### config.mk
export PLATFORM = sky130hd
export DESIGN_NAME = rf_psum_dbuf_acc_flat
export DESIGN_NICKNAME = d
export VERILOG_FILES = /design/src/rtl/rf_psum_pkg.sv /design/src/rtl/rf_psum_dbuf_acc_if.sv /design/src/rtl/rf_psum_bank.sv /design/src/rtl/rf_psum_dbuf_acc.sv /design/src/flat_wrapper.sv
export SDC_FILE = /design/constraint.sdc
export NUM_CORES = 1
export LEC_CHECK = 0
export ABC_AREA = 1
export CAP_MARGIN = 15
export CORE_MARGIN = 2
export CORE_UTILIZATION = 62
export CTS_BUF_LIST = sky130_fd_sc_hd__clkbuf_16
export DETAILED_ROUTE_END_ITERATION = 8
export PLACE_DENSITY = 0.86
export RECOVER_POWER = 25
export SLEW_MARGIN = 5
export SYNTH_ARGS = -nofsm -noshare
export SYNTH_HDL_FRONTEND = slang
export SYNTH_HIERARCHICAL = 1
export SYNTH_SLANG_ARGS = --single-unit
### constraint.sdc
create_clock -name clk -period 4.4 [get_ports clk]
set_clock_uncertainty 0.1 [all_clocks]
set_input_delay 0.88 -clock clk [delete_from_list [all_inputs] [get_ports clk]]
set_output_delay 0.88 -clock clk [all_outputs]
set_load 0.005 [all_outputs]
### src/rtl/rf_psum_pkg.sv
// Shared types and helpers for the double-buffered partial-sum register file.
// Holds the drain FSM encoding and a width-generic saturating adder.
package rf_psum_pkg;

  typedef enum logic {
    IDLE  = 1'b0,
    DRAIN = 1'b1
  } drain_st_e;

  localparam int SAT_MAXW = 64;

  // Operands arrive sign-extended to SAT_MAXW; callers keep the low w bits.
  function automatic logic signed [SAT_MAXW-1:0] sat_add(
    input logic signed [SAT_MAXW-1:0] a,
    input logic signed [SAT_MAXW-1:0] b,
    input int                         w,
    input logic                       sat
  );
    logic signed [SAT_MAXW-1:0] s, mx, mn;
    s  = a + b;
    mx = (64'sd1 <<< (w - 1)) - 64'sd1;
    mn = -mx - 64'sd1;
    if (sat && (s > mx)) return mx;
    if (sat && (s < mn)) return mn;
    return s;
  endfunction

endpackage

### src/rtl/rf_psum_dbuf_acc_if.sv
// MAC-side and drain-side signal bundle of the partial-sum register file.
// slave = the register file, master = the PE/upstream driver.
interface rf_psum_dbuf_acc_if #(
  parameter int DATA_BITWIDTH = 16,
  parameter int ADDR_BITWIDTH = 2
);
  logic [ADDR_BITWIDTH-1:0] mac_rd_addr;
  logic [DATA_BITWIDTH-1:0] mac_rd_data;
  logic                     mac_wr_en;
  logic                     mac_acc;
  logic [ADDR_BITWIDTH-1:0] mac_wr_addr;
  logic [DATA_BITWIDTH-1:0] mac_wr_data;
  logic                     swap_req;
  logic                     swap_ack;
  logic                     active_bank;
  logic                     drain_busy;
  logic                     out_valid;
  logic                     out_ready;
  logic [DATA_BITWIDTH-1:0] out_data;
  logic [ADDR_BITWIDTH-1:0] out_addr;

  modport master (
    output mac_rd_addr, mac_wr_en, mac_acc, mac_wr_addr, mac_wr_data, swap_req, out_ready,
    input  mac_rd_data, swap_ack, active_bank, drain_busy, out_valid, out_data, out_addr
  );

  modport slave (
    input  mac_rd_addr, mac_wr_en, mac_acc, mac_wr_addr, mac_wr_data, swap_req, out_ready,
    output mac_rd_data, swap_ack, active_bank, drain_busy, out_valid, out_data, out_addr
  );
endinterface

### src/rtl/rf_psum_bank.sv
// One partial-sum bank: data words plus per-entry valid bits, an accumulating
// write port with write-first read bypass, a drain read port and a 1-cycle clear.
module rf_psum_bank
  import rf_psum_pkg::*;
#(
  parameter int DW       = 16,
  parameter int AW       = 2,
  parameter int DEPTH    = 4,
  parameter int SATURATE = 1
) (
  input  logic          clk,
  input  logic          reset_n,
  input  logic          i_we,
  input  logic          i_acc,
  input  logic [AW-1:0] i_wr_addr,
  input  logic [DW-1:0] i_wr_data,
  input  logic [AW-1:0] i_rd_addr,
  output logic [DW-1:0] o_rd_val,
  input  logic [AW-1:0] i_dr_addr,
  output logic [DW-1:0] o_dr_val,
  input  logic          i_clr
);

  localparam logic [AW:0] LIM = (AW+1)'(DEPTH);

  logic [DW-1:0]    r_data [DEPTH];
  logic [DEPTH-1:0] r_vld;

  logic          w_wr_in, w_rd_in, w_fire;
  logic [DW-1:0] w_old, w_new;

  assign w_wr_in = {1'b0, i_wr_addr} < LIM;
  assign w_rd_in = {1'b0, i_rd_addr} < LIM;
  assign w_fire  = i_we && w_wr_in;

  // Invalid entries behave as zero, so a cleared bank never needs a sweep.
  assign w_old = (w_wr_in && r_vld[i_wr_addr]) ? r_data[i_wr_addr] : '0;
  assign w_new = i_acc
    ? DW'(sat_add({{(SAT_MAXW-DW){w_old[DW-1]}}, w_old},
                  {{(SAT_MAXW-DW){i_wr_data[DW-1]}}, i_wr_data},
                  DW, SATURATE != 0))
    : i_wr_data;

  assign o_rd_val = (w_fire && (i_wr_addr == i_rd_addr)) ? w_new :
                    (w_rd_in && r_vld[i_rd_addr])         ? r_data[i_rd_addr] : '0;
  assign o_dr_val = r_vld[i_dr_addr] ? r_data[i_dr_addr] : '0;

  always_ff @(posedge clk) begin
    if (w_fire) r_data[i_wr_addr] <= w_new;
  end

  always_ff @(posedge clk or negedge reset_n) begin
    if (!reset_n) begin
      r_vld <= '0;
    end else begin
      if (i_clr)  r_vld <= '0;
      if (w_fire) r_vld[i_wr_addr] <= 1'b1;
    end
  end

endmodule

### src/rtl/rf_psum_dbuf_acc.sv
// Double-buffered partial-sum register file: active bank serves the MAC,
// the other bank drains upstream; swaps wait for the drain to finish.
module rf_psum_dbuf_acc
  import rf_psum_pkg::*;
#(
  parameter int DATA_BITWIDTH = 16,
  parameter int ADDR_BITWIDTH = 2,
  parameter int DEPTH         = 4,
  parameter int SATURATE      = 1
) (
  input logic               clk,
  input logic               reset_n,
  rf_psum_dbuf_acc_if.slave bus
);

  localparam int             DW   = DATA_BITWIDTH;
  localparam int             AW   = ADDR_BITWIDTH;
  localparam logic [AW-1:0]  LAST = AW'(DEPTH - 1);

  drain_st_e         r_state, w_state_nxt;
  logic              r_active;
  logic [AW-1:0]     r_cnt, w_cnt_nxt;
  logic [DW-1:0]     r_rd_data;
  logic              w_take, w_clr;
  logic [1:0][DW-1:0] w_rd_val, w_dr_val;

  for (genvar b = 0; b < 2; b++) begin : g_bank
    rf_psum_bank #(
      .DW(DW), .AW(AW), .DEPTH(DEPTH), .SATURATE(SATURATE)
    ) u_bank (
      .clk       (clk),
      .reset_n   (reset_n),
      .i_we      (bus.mac_wr_en && (r_active == 1'(b))),
      .i_acc     (bus.mac_acc),
      .i_wr_addr (bus.mac_wr_addr),
      .i_wr_data (bus.mac_wr_data),
      .i_rd_addr (bus.mac_rd_addr),
      .o_rd_val  (w_rd_val[b]),
      .i_dr_addr (r_cnt),
      .o_dr_val  (w_dr_val[b]),
      .i_clr     (w_clr && (r_active != 1'(b)))
    );
  end

  always_comb begin
    w_state_nxt = r_state;
    w_cnt_nxt   = r_cnt;
    w_take      = 1'b0;
    w_clr       = 1'b0;
    case (r_state)
      IDLE: begin
        if (bus.swap_req) begin
          w_take      = 1'b1;
          w_state_nxt = DRAIN;
          w_cnt_nxt   = '0;
        end
      end
      DRAIN: begin
        if (bus.out_ready) begin
          // Last handshake empties the drain bank in the same edge.
          if (r_cnt == LAST) begin
            w_clr       = 1'b1;
            w_state_nxt = IDLE;
            w_cnt_nxt   = '0;
          end else begin
            w_cnt_nxt = r_cnt + 1'b1;
          end
        end
      end
      default: w_state_nxt = IDLE;
    endcase
  end

  always_ff @(posedge clk or negedge reset_n) begin
    if (!reset_n) begin
      r_state   <= IDLE;
      r_cnt     <= '0;
      r_active  <= 1'b0;
      r_rd_data <= '0;
    end else begin
      r_state   <= w_state_nxt;
      r_cnt     <= w_cnt_nxt;
      r_rd_data <= w_rd_val[r_active];
      if (w_take) r_active <= ~r_active;
    end
  end

  assign bus.mac_rd_data = r_rd_data;
  assign bus.swap_ack    = w_take;
  assign bus.active_bank = r_active;
  assign bus.out_valid   = (r_state == DRAIN);
  assign bus.drain_busy  = (r_state == DRAIN);
  assign bus.out_addr    = r_cnt;
  assign bus.out_data    = (r_state == DRAIN) ? w_dr_val[~r_active] : '0;

endmodule
### src/flat_wrapper.sv
// flat-port wrapper written by rule: the top's interface ports become plain ports
module rf_psum_dbuf_acc_flat import rf_psum_pkg::*;
#(
  parameter int DATA_BITWIDTH = 16,
  parameter int ADDR_BITWIDTH = 2,
  parameter int DEPTH         = 4,
  parameter int SATURATE      = 1
)
  (clk, reset_n, bus_mac_rd_addr, bus_mac_wr_en, bus_mac_acc, bus_mac_wr_addr, bus_mac_wr_data, bus_swap_req, bus_out_ready, bus_mac_rd_data, bus_swap_ack, bus_active_bank, bus_drain_busy, bus_out_valid, bus_out_data, bus_out_addr);
  rf_psum_dbuf_acc_if #(.DATA_BITWIDTH(DATA_BITWIDTH), .ADDR_BITWIDTH(ADDR_BITWIDTH)) bus_i ();
  input logic clk;
  input logic reset_n;
  input wire logic [$bits(bus_i.mac_rd_addr)-1:0] bus_mac_rd_addr;
  input wire logic [$bits(bus_i.mac_wr_en)-1:0] bus_mac_wr_en;
  input wire logic [$bits(bus_i.mac_acc)-1:0] bus_mac_acc;
  input wire logic [$bits(bus_i.mac_wr_addr)-1:0] bus_mac_wr_addr;
  input wire logic [$bits(bus_i.mac_wr_data)-1:0] bus_mac_wr_data;
  input wire logic [$bits(bus_i.swap_req)-1:0] bus_swap_req;
  input wire logic [$bits(bus_i.out_ready)-1:0] bus_out_ready;
  output wire logic [$bits(bus_i.mac_rd_data)-1:0] bus_mac_rd_data;
  output wire logic [$bits(bus_i.swap_ack)-1:0] bus_swap_ack;
  output wire logic [$bits(bus_i.active_bank)-1:0] bus_active_bank;
  output wire logic [$bits(bus_i.drain_busy)-1:0] bus_drain_busy;
  output wire logic [$bits(bus_i.out_valid)-1:0] bus_out_valid;
  output wire logic [$bits(bus_i.out_data)-1:0] bus_out_data;
  output wire logic [$bits(bus_i.out_addr)-1:0] bus_out_addr;
  assign bus_i.mac_rd_addr = bus_mac_rd_addr;
  assign bus_i.mac_wr_en = bus_mac_wr_en;
  assign bus_i.mac_acc = bus_mac_acc;
  assign bus_i.mac_wr_addr = bus_mac_wr_addr;
  assign bus_i.mac_wr_data = bus_mac_wr_data;
  assign bus_i.swap_req = bus_swap_req;
  assign bus_i.out_ready = bus_out_ready;
  assign bus_mac_rd_data = bus_i.mac_rd_data;
  assign bus_swap_ack = bus_i.swap_ack;
  assign bus_active_bank = bus_i.active_bank;
  assign bus_drain_busy = bus_i.drain_busy;
  assign bus_out_valid = bus_i.out_valid;
  assign bus_out_data = bus_i.out_data;
  assign bus_out_addr = bus_i.out_addr;
  rf_psum_dbuf_acc #(.DATA_BITWIDTH(DATA_BITWIDTH), .ADDR_BITWIDTH(ADDR_BITWIDTH), .DEPTH(DEPTH), .SATURATE(SATURATE)) u_core (.clk(clk), .reset_n(reset_n), .bus(bus_i));
endmodule
==> impl_metrics.env, run 1 <==
export IMPL_synth_top_cells_by_area="sky130_fd_sc_hd__edfxtp_1, sky130_fd_sc_hd__nand2_1, sky130_fd_sc_hd__o21ai_0"
export IMPL_cts_path_max_buffers=2
export IMPL_setup_worst_path_class="in -> reg"
export IMPL_drt_pass1_iterations=6
export IMPL_critical_path_slowest_cell="sky130_fd_sc_hd__clkdlybuf4s50_1"
export IMPL_gr_usage_all_layers=0.395
export IMPL_run_status="finished clean"
export IMPL_hp_class="reg -> reg"
export IMPL_numClockSinks=156
export IMPL_final_setup_worst_slack_ns=0.102
export IMPL_place_detailed_hpwl_mm=26.7
export IMPL_port_buffers=63
export IMPL_setup_violations_final=0
export IMPL_power_frac_comb=0.555
export IMPL_gp_congestion=1.02
export IMPL_antenna_found_initial=1
export IMPL_fillerInstances=1417
export IMPL_synthesis_area_per_instance_um2=7.30
export IMPL_combinational_family_with_the_most_area_after_synthesis="simple AND/OR/NAND/NOR gates"
export IMPL_worstSetupStartpointType="primary input"
export IMPL_dr_drc_count=0
export IMPL_ys_warnings_count=6
export IMPL_htree_num_levels=4
export IMPL_hold_buffers=0
export IMPL_start_util=0.628
export IMPL_worstMarginPinSlew_ns=1.36
export IMPL_max_freq_mhz=233
export IMPL_core_um2=18600
export IMPL_yosysUniqueCellTypes=40
export IMPL_pin_count_of_the_biggest_net_entering_global_routing=63
export IMPL_cpLargestDelayFamily="simple AND/OR/NAND/NOR gates"
export IMPL_worst_path_buf_inv=4
export IMPL_power_density_nw_per_um2=571
export IMPL_place_worst_setup_slack_ns=-0.240
export IMPL_fin_nets=1793
export IMPL_crit_path_max_fanout=8
export IMPL_worst_path_most_repeated_cell="sky130_fd_sc_hd__nand2_1"
export IMPL_power_clock_fraction=0.176
export IMPL_cap_viol_max_count=0
export IMPL_synth_compound_gate_area_share=0.195
export IMPL_drt_wl_total_mm=40.1
export IMPL_min_period_ns=4.30
export IMPL_worstPathCellList="clkdlybuf4s50_1 -> buf_4 -> inv_1 -> nand2_1 -> o22ai_1 -> a221oi_4 -> buf_4 -> a31oi_2 -> ha_1 -> nand2_1 -> nand2_1 -> nand2_1 -> nand2_1 -> a21oi_1 -> nand3_1 -> nand2_4 -> nand2_8 -> nand2_8 -> nand2_1 -> nand3_1 -> nand2_1 -> nand2_1 -> nand2_1"
export IMPL_core_rowCount=50
export IMPL_timing_final_max_slew_violations=0
export IMPL_ffs_latches_synth=156
export IMPL_syn_nets=1664
export IMPL_hold_slack_ns=0.486
export IMPL_clockRootBuffer="sky130_fd_sc_hd__clkbuf_16"
export IMPL_synthAdderAreaFrac=0.0387
export IMPL_layout_cell_share_with_drive_strength_beyond_1=0.151
export IMPL_synth_mux_area_fraction=0
export IMPL_pwr_share_seq=0.269
export IMPL_number_of_top_level_pins=64
export IMPL_clk_transition_reported_paths_ns=0.07
export IMPL_grt_pass1_vias=11400
export IMPL_crit_path_end_kind="flip-flop"
export IMPL_area_growth_synth_to_final_pct=18.4
export IMPL_drtIter0Drc=2188
export IMPL_cts_buffers_inserted=17
export IMPL_drt_wirelength_per_cell_um=20.2
export IMPL_netlist_area_um2=11700
export IMPL_cts_tree="built"
export IMPL_layout_worst_path_cycle_share=0.977
export IMPL_leakagePower_nw=6.34
export IMPL_worstSkewPairLatency_ns=0.44
export IMPL_max_slew_margin_rel=0.0914
export IMPL_fp_dieArea_um2=20000
export IMPL_timing_critical_path_required_ns=4.62
export IMPL_yosys_area_share_simple=0.268
export IMPL_crit_arrival_ns=4.52
export IMPL_vias=12500
export IMPL_grt_overflow_total=0
export IMPL_hold_viol_final=0
export IMPL_grt_first_pass_wirelength_mm=60.2
export IMPL_synth_area_leader_cell="sky130_fd_sc_hd__edfxtp_1"
export IMPL_netSwitchingPower_w=0.00354
export IMPL_switching_share=0.447
export IMPL_yosysSeqAreaShare=0.388
export IMPL_intPower_w=0.00437
export IMPL_yosysTopAreaCellShare=0.328
export IMPL_final_antenna_net_count=0
export IMPL_post_drt_via_cell_ratio=6.32
export IMPL_timing_critical_path_slowest_cell_delay_ns=0.49
export IMPL_synthesis_instances=1603
export IMPL_die_h_um=141
export IMPL_chipWidth_um=141
export IMPL_synthXorXnorAreaFrac=0.0165
export IMPL_worst_ir_drop_vdd_v=0.000324
## metrics by stage
step | instances | setup TNS, ns | utilization | instance area, µm² | total power (W)
floorplan | 1603 | 0 | - | 11700 | 0.00459
global placement | 1943 | -14.55 | 0.706 | 13200 | 0.00617
detailed placement | 1943 | -18.54 | 0.706 | 13200 | 0.00626
CTS | 1975 | 0 | 0.736 | 13700 | 0.00765
global route | 1979 | -0.397 | 0.743 | 13900 | 0.00829
finish | 1980 | 0 | 0.743 | 13900 | 0.00791
## timing repair
item	in CTS	in global routing
gates resized for setup	0	23
setup endpoints to repair	0	84
setup buffers	0	0
hold endpoints to repair	0	0
## sequential cells by signal (all words and copies together), names as in the netlist
name	flops
u_core/g_bank.u_bank/r_vld	8
u_core/bus.out_addr	2
u_core/bus.mac_rd_data	16
u_core/bus.drain_busy	1
u_core/g_bank.u_bank/r_data	128
u_core/bus.active_bank	1
## metal layers
metal  global-route usage  vias up  routed length, µm
li1                     -     5580                  -
met1                0.509     5599              14100
met2                0.610     1099              17400
met3               0.0999      229               6050
met4                0.229        0               2510
met5                    0        -                  0
## cell usage in the layout (no fill, tap or decap), drive strengths merged
cell type      Yosys  layout
a21boi            30      30
a21oi            119     119
a221oi             2       2
a31oi             32      32
and2               3       3
buf               31     118
bufinv             0       1
clkbuf            47      23
clkdlybuf4s50      0      42
clkinv             8      10
clkinvlp           0       7
dfrtp             28      28
diode              0       1
dlygate4sd3        0      19
edfxtp           128     128
fa                 2       2
ha                33      33
inv              159     164
nand2            451     454
nand3             59      59
nand3b             3       3
nand4              3       3
nor2             175     175
nor3               4       4
o21ai            220     220
o21bai             2       2
o22ai             12      12
or2               30      30
xnor2              4       4
xor2              18      18
## kinds of logic after synthesis
group	after synthesis
AND/OR/NAND/NOR	728
AO/OA/AOI/OAI	417
buffers and inverters	245
flip-flops	156
adder cells (fa/ha/maj)	35
XOR/XNOR	22
## path summary, 6_finish.rpt
| path | startpoint | to | slack [ns] | depth (start not counted) |
|---|---|---|---|---|
| setup / recovery | bus_mac_wr_addr[1] | u_core/bus.mac_rd_data[7]$_DFF_PN0_ | 0.10 | 23 |
| hold / removal | u_core/g_bank[1].u_bank/r_vld[0]$_DFF_PN0_ | u_core/g_bank[1].u_bank/r_vld[0]$_DFF_PN0_ | 0.49 | 2 |
| setup reg to reg | u_core/g_bank[1].u_bank/r_vld[1]$_DFF_PN0_ | u_core/bus.mac_rd_data[7]$_DFF_PN0_ | 0.90 | 20 |
| hold reg to reg | u_core/g_bank[1].u_bank/r_vld[0]$_DFF_PN0_ | u_core/g_bank[1].u_bank/r_vld[0]$_DFF_PN0_ | 0.49 | 2 |
| max in group asynchronous | reset_n | u_core/bus.out_addr[0]$_DFFE_PN0P_ | 2.12 | 2 |
| min in group asynchronous | reset_n | u_core/g_bank[0].u_bank/r_vld[2]$_DFF_PN0_ | 0.63 | 1 |
## worst register-to-register path: cells and delay by family, from the launching register on
kind	cells	cell delay, ns
buffers and inverters	2	0.36
DFF	1	0.38
and+or+nand+nor	13	1.39
AOI/OAI and AO/OA	4	0.74
adders and majority gates	1	0.39
## Yosys cell counts, drive strengths merged
library cell / count
o22ai: 12
a21oi: 119
nor3: 4
ha: 33
dfrtp: 28
xnor2: 4
clkbuf: 47
edfxtp: 128
nor2: 175
or2: 30
a21boi: 30
xor2: 18
nand3: 59
buf: 31
inv: 159
nand4: 3
a221oi: 2
nand2: 451
o21bai: 2
o21ai: 220
and2: 3
fa: 2
a31oi: 32
clkinv: 8
nand3b: 3
## power groups by stage
stage	logic (W)	registers, W	clock network (W)
global placement	0.00403	0.00214	0
finish	0.00438	0.00213	0.00139
CTS	0.00415	0.00212	0.00138
global route	0.00470	0.00215	0.00144
floorplan	0.00250	0.00208	0
detailed placement	0.00411	0.00214	0
## cell type report
cell class                 instances  area [µm²]  area share
antenna                            1        2.50    0.000181
inverter                         167         634      0.0458
timing repair buffer             185        1610       0.116
multi-input combinational       1205        6220       0.449
clock inverter                    15         125     0.00903
tap                              234         293      0.0211
clock buffer                      17         425      0.0307
sequential                       156        4550       0.328
Note: power is estimated with default switching activity, not from simulation.
==> inputs of run 2 (changes only) <==
Settings changed: CORE_ASPECT_RATIO from default to 0.75, GPL_TIMING_DRIVEN from default to 0.
==> run 2 against run 1 <==
The run now ends with max-capacitance violations, max-slew violations left. Register-to-register slack lost 0.15 ns. Clock power is essentially flat. Combinational power shrank 3%. Core utilization shrank 1.5 points. Sequential share of layout area grew 0.93 points. Critical endpoint is now bus_out_data[7].
==> impl_metrics.env, run 2 (synthesized netlist as in run 1, its figures left out) <==
export IMPL_run_status="finished, violations left"
export IMPL_violations="max-capacitance violations, max-slew violations"
export IMPL_worstSkewPairLatency_ns=0.44
export IMPL_worst_path_most_repeated_cell="sky130_fd_sc_hd__nor2_1"
export IMPL_layout_cell_share_with_drive_strength_beyond_1=0.125
export IMPL_port_buffers=60
export IMPL_critical_path_slowest_cell="sky130_fd_sc_hd__clkdlybuf4s50_1"
export IMPL_number_of_top_level_pins=64
export IMPL_placed_cell_area_um2=12800
export IMPL_vias=12300
export IMPL_cts_path_max_buffers=2
export IMPL_leakagePower_nw=6.07
export IMPL_gp_congestion=0.986
export IMPL_area_growth_synth_to_final_pct=15.1
export IMPL_netSwitchingPower_w=0.00360
export IMPL_core_um2=18500
export IMPL_worstSetupStartpointType="flip-flop"
export IMPL_core_rowCount=43
export IMPL_crit_path_end_kind="primary output"
export IMPL_min_period_ns=4.31
export IMPL_htree_num_levels=4
export IMPL_grt_first_pass_wirelength_mm=61.2
export IMPL_cts_tree="built"
export IMPL_gr_usage_all_layers=0.410
export IMPL_max_slew_margin_rel=-0.114
export IMPL_intPower_w=0.00419
export IMPL_drtIter0Drc=2285
export IMPL_worstMarginPinSlew_ns=1.67
export IMPL_power_clock_fraction=0.181
export IMPL_pwr_share_seq=0.272
export IMPL_hp_class="reg -> reg"
export IMPL_top_register="u_core/g_bank.u_bank/r_data"
export IMPL_chipWidth_um=163
export IMPL_max_freq_mhz=232
export IMPL_mostFrequentLayoutCells="sky130_fd_sc_hd__nand2_1, sky130_fd_sc_hd__o21ai_0, sky130_fd_sc_hd__nor2_1, sky130_fd_sc_hd__inv_1, sky130_fd_sc_hd__edfxtp_1"
export IMPL_drt_wirelength_per_cell_um=20.6
export IMPL_clockRootBuffer="sky130_fd_sc_hd__clkbuf_16"
export IMPL_final_seq_area_um2=4550
export IMPL_power_frac_comb=0.548
export IMPL_hold_viol_final=0
export IMPL_crit_arrival_ns=3.33
export IMPL_multiInputGateArea_um2=6200
export IMPL_drt_wl_total_mm=40.3
export IMPL_postLayoutCellArea_um2=13500
export IMPL_fillerInstances=1487
export IMPL_cts_buffers_inserted=17
export IMPL_hold_slack_ns=0.497
export IMPL_mostFrequentLayoutCell="sky130_fd_sc_hd__nand2_1"
export IMPL_grt_overflow_total=0
export IMPL_post_drt_via_cell_ratio=6.26
export IMPL_worstPathCellList="clkinv_1 -> nor2_1 -> o22ai_1 -> clkbuf_1 -> nand2_1 -> inv_1 -> o21ai_0 -> nor2_1 -> clkdlybuf4s50_1"
export IMPL_numClockSinks=156
export IMPL_power_density_nw_per_um2=578
export IMPL_fp_dieArea_um2=20000
export IMPL_fin_nets=1756
export IMPL_setup_worst_path_class="reg -> out"
export IMPL_cap_viol_max_count=1
export IMPL_clk_transition_reported_paths_ns=0.06
export IMPL_layout_worst_path_cycle_share=0.980
export IMPL_die_h_um=123
export IMPL_grt_pass1_vias=11400
export IMPL_setup_violations_final=0
export IMPL_crit_path_max_fanout=18
export IMPL_drt_pass1_iterations=7
export IMPL_antenna_found_initial=1
export IMPL_timing_critical_path_required_ns=3.42
export IMPL_worst_ir_drop_vdd_v=0.000423
export IMPL_timing_critical_path_slowest_cell_delay_ns=0.55
export IMPL_pin_count_of_the_biggest_net_entering_global_routing=29
export IMPL_place_detailed_hpwl_mm=29.9
export IMPL_start_util=0.633
export IMPL_number_of_flip_flops_under_the_largest_register_name=128
export IMPL_dr_drc_count=0
export IMPL_switching_share=0.462
export IMPL_timing_final_max_slew_violations=29
export IMPL_final_antenna_net_count=0
## run 2: cell types whose count changed in the layout (fill, tap and decap cells not counted), sizes merged
| cell | previous run | this run |
|---|---|---|
| clkbuf | 23 | 66 |
| inv | 164 | 165 |
| clkdlybuf4s50 | 42 | 37 |
| buf | 118 | 44 |
| dlygate4sd3 | 19 | 21 |
| clkinvlp | 7 | 3 |
| bufinv | 1 | 0 |
| diode | 1 | 2 |
| nand2 | 454 | 451 |
| clkinv | 10 | 14 |
## run 2: critical path, delay by kind of cell, from the launching register on
kind	cells	cell delay, ns
buffers and inverters	4	1.33
AO/OA/AOI/OAI	2	0.58
flip-flops	1	0.54
AND/OR/NAND/NOR	3	0.44
## run 2: worst paths after layout
| path | cells after the start | from | endpoint | slack (ns) |
|---|---|---|---|---|
| setup / recovery | 9 | u_core/bus.out_addr[0]$_DFFE_PN0P_ | bus_out_data[7] | 0.09 |
| hold / removal | 2 | u_core/g_bank[0].u_bank/r_vld[1]$_DFF_PN0_ | u_core/g_bank[0].u_bank/r_vld[1]$_DFF_PN0_ | 0.50 |
| setup reg to reg | 19 | u_core/g_bank[0].u_bank/r_vld[1]$_DFF_PN0_ | u_core/g_bank[0].u_bank/r_data[3][13]$_DFFE_PP_ | 0.75 |
| hold reg to reg | 2 | u_core/g_bank[0].u_bank/r_vld[1]$_DFF_PN0_ | u_core/g_bank[0].u_bank/r_vld[1]$_DFF_PN0_ | 0.50 |
| max in group asynchronous | 1 | reset_n | u_core/bus.out_addr[0]$_DFFE_PN0P_ | 2.34 |
| min in group asynchronous | 1 | reset_n | u_core/bus.drain_busy$_DFF_PN0_ | 0.76 |
## run 2: power by group through the flow
stage | sequential, W | clock (W) | combinational, W
after floorplan | 0.00208 | 0 | 0.00250
after global placement | 0.00213 | 0 | 0.00390
after detailed placement | 0.00213 | 0 | 0.00400
after CTS | 0.00211 | 0.00141 | 0.00406
after global routing | 0.00213 | 0.00147 | 0.00456
final | 0.00212 | 0.00141 | 0.00426
## run 2: metal layers
metal / vias to the layer above / GRT usage / part of all wire
met5: - / 0 / 0.00050
met4: 2 / 0.143 / 0.030
met3: 137 / 0.121 / 0.16
met2: 1033 / 0.588 / 0.41
met1: 5573 / 0.592 / 0.40
li1: 5511 / - / -
## run 2: what timing repair did
action / CTS / global route
resized for setup: 13 / 46
buffers inserted: 3 / 2
endpoints found under the setup margin: 144 / 152
pin swaps: 2 / 1
hold buffers: 0 / 0
gates cloned: 0 / 0
## run 2: area by class of cell
type,instances,area share
inverter,167,0.0473
multi-input combinational,1202,0.460
clock inverter,15,0.00882
timing repair buffer,73,0.0565
tap,247,0.0229
clock buffer,17,0.0316
antenna,2,0.000371
buffer,78,0.0348
sequential,156,0.337
## run 2: through the flow
stage / worst slack (ns) / util / instances / TNS [ns] / power [W]
5_1_grt: -0.00491 / 0.728 / 1955 / -0.00491 / 0.00816
3_5_place_dp: -1.22 / 0.690 / 1918 / -142.45 / 0.00613
6_report: 0.0870 / 0.728 / 1957 / 0 / 0.00779
3_3_place_gp: -1.18 / 0.682 / 1910 / -144.74 / 0.00604
4_1_cts: 0.00689 / 0.722 / 1953 / 0 / 0.00758
2_1_floorplan: 0.521 / - / 1603 / 0 / 0.00459
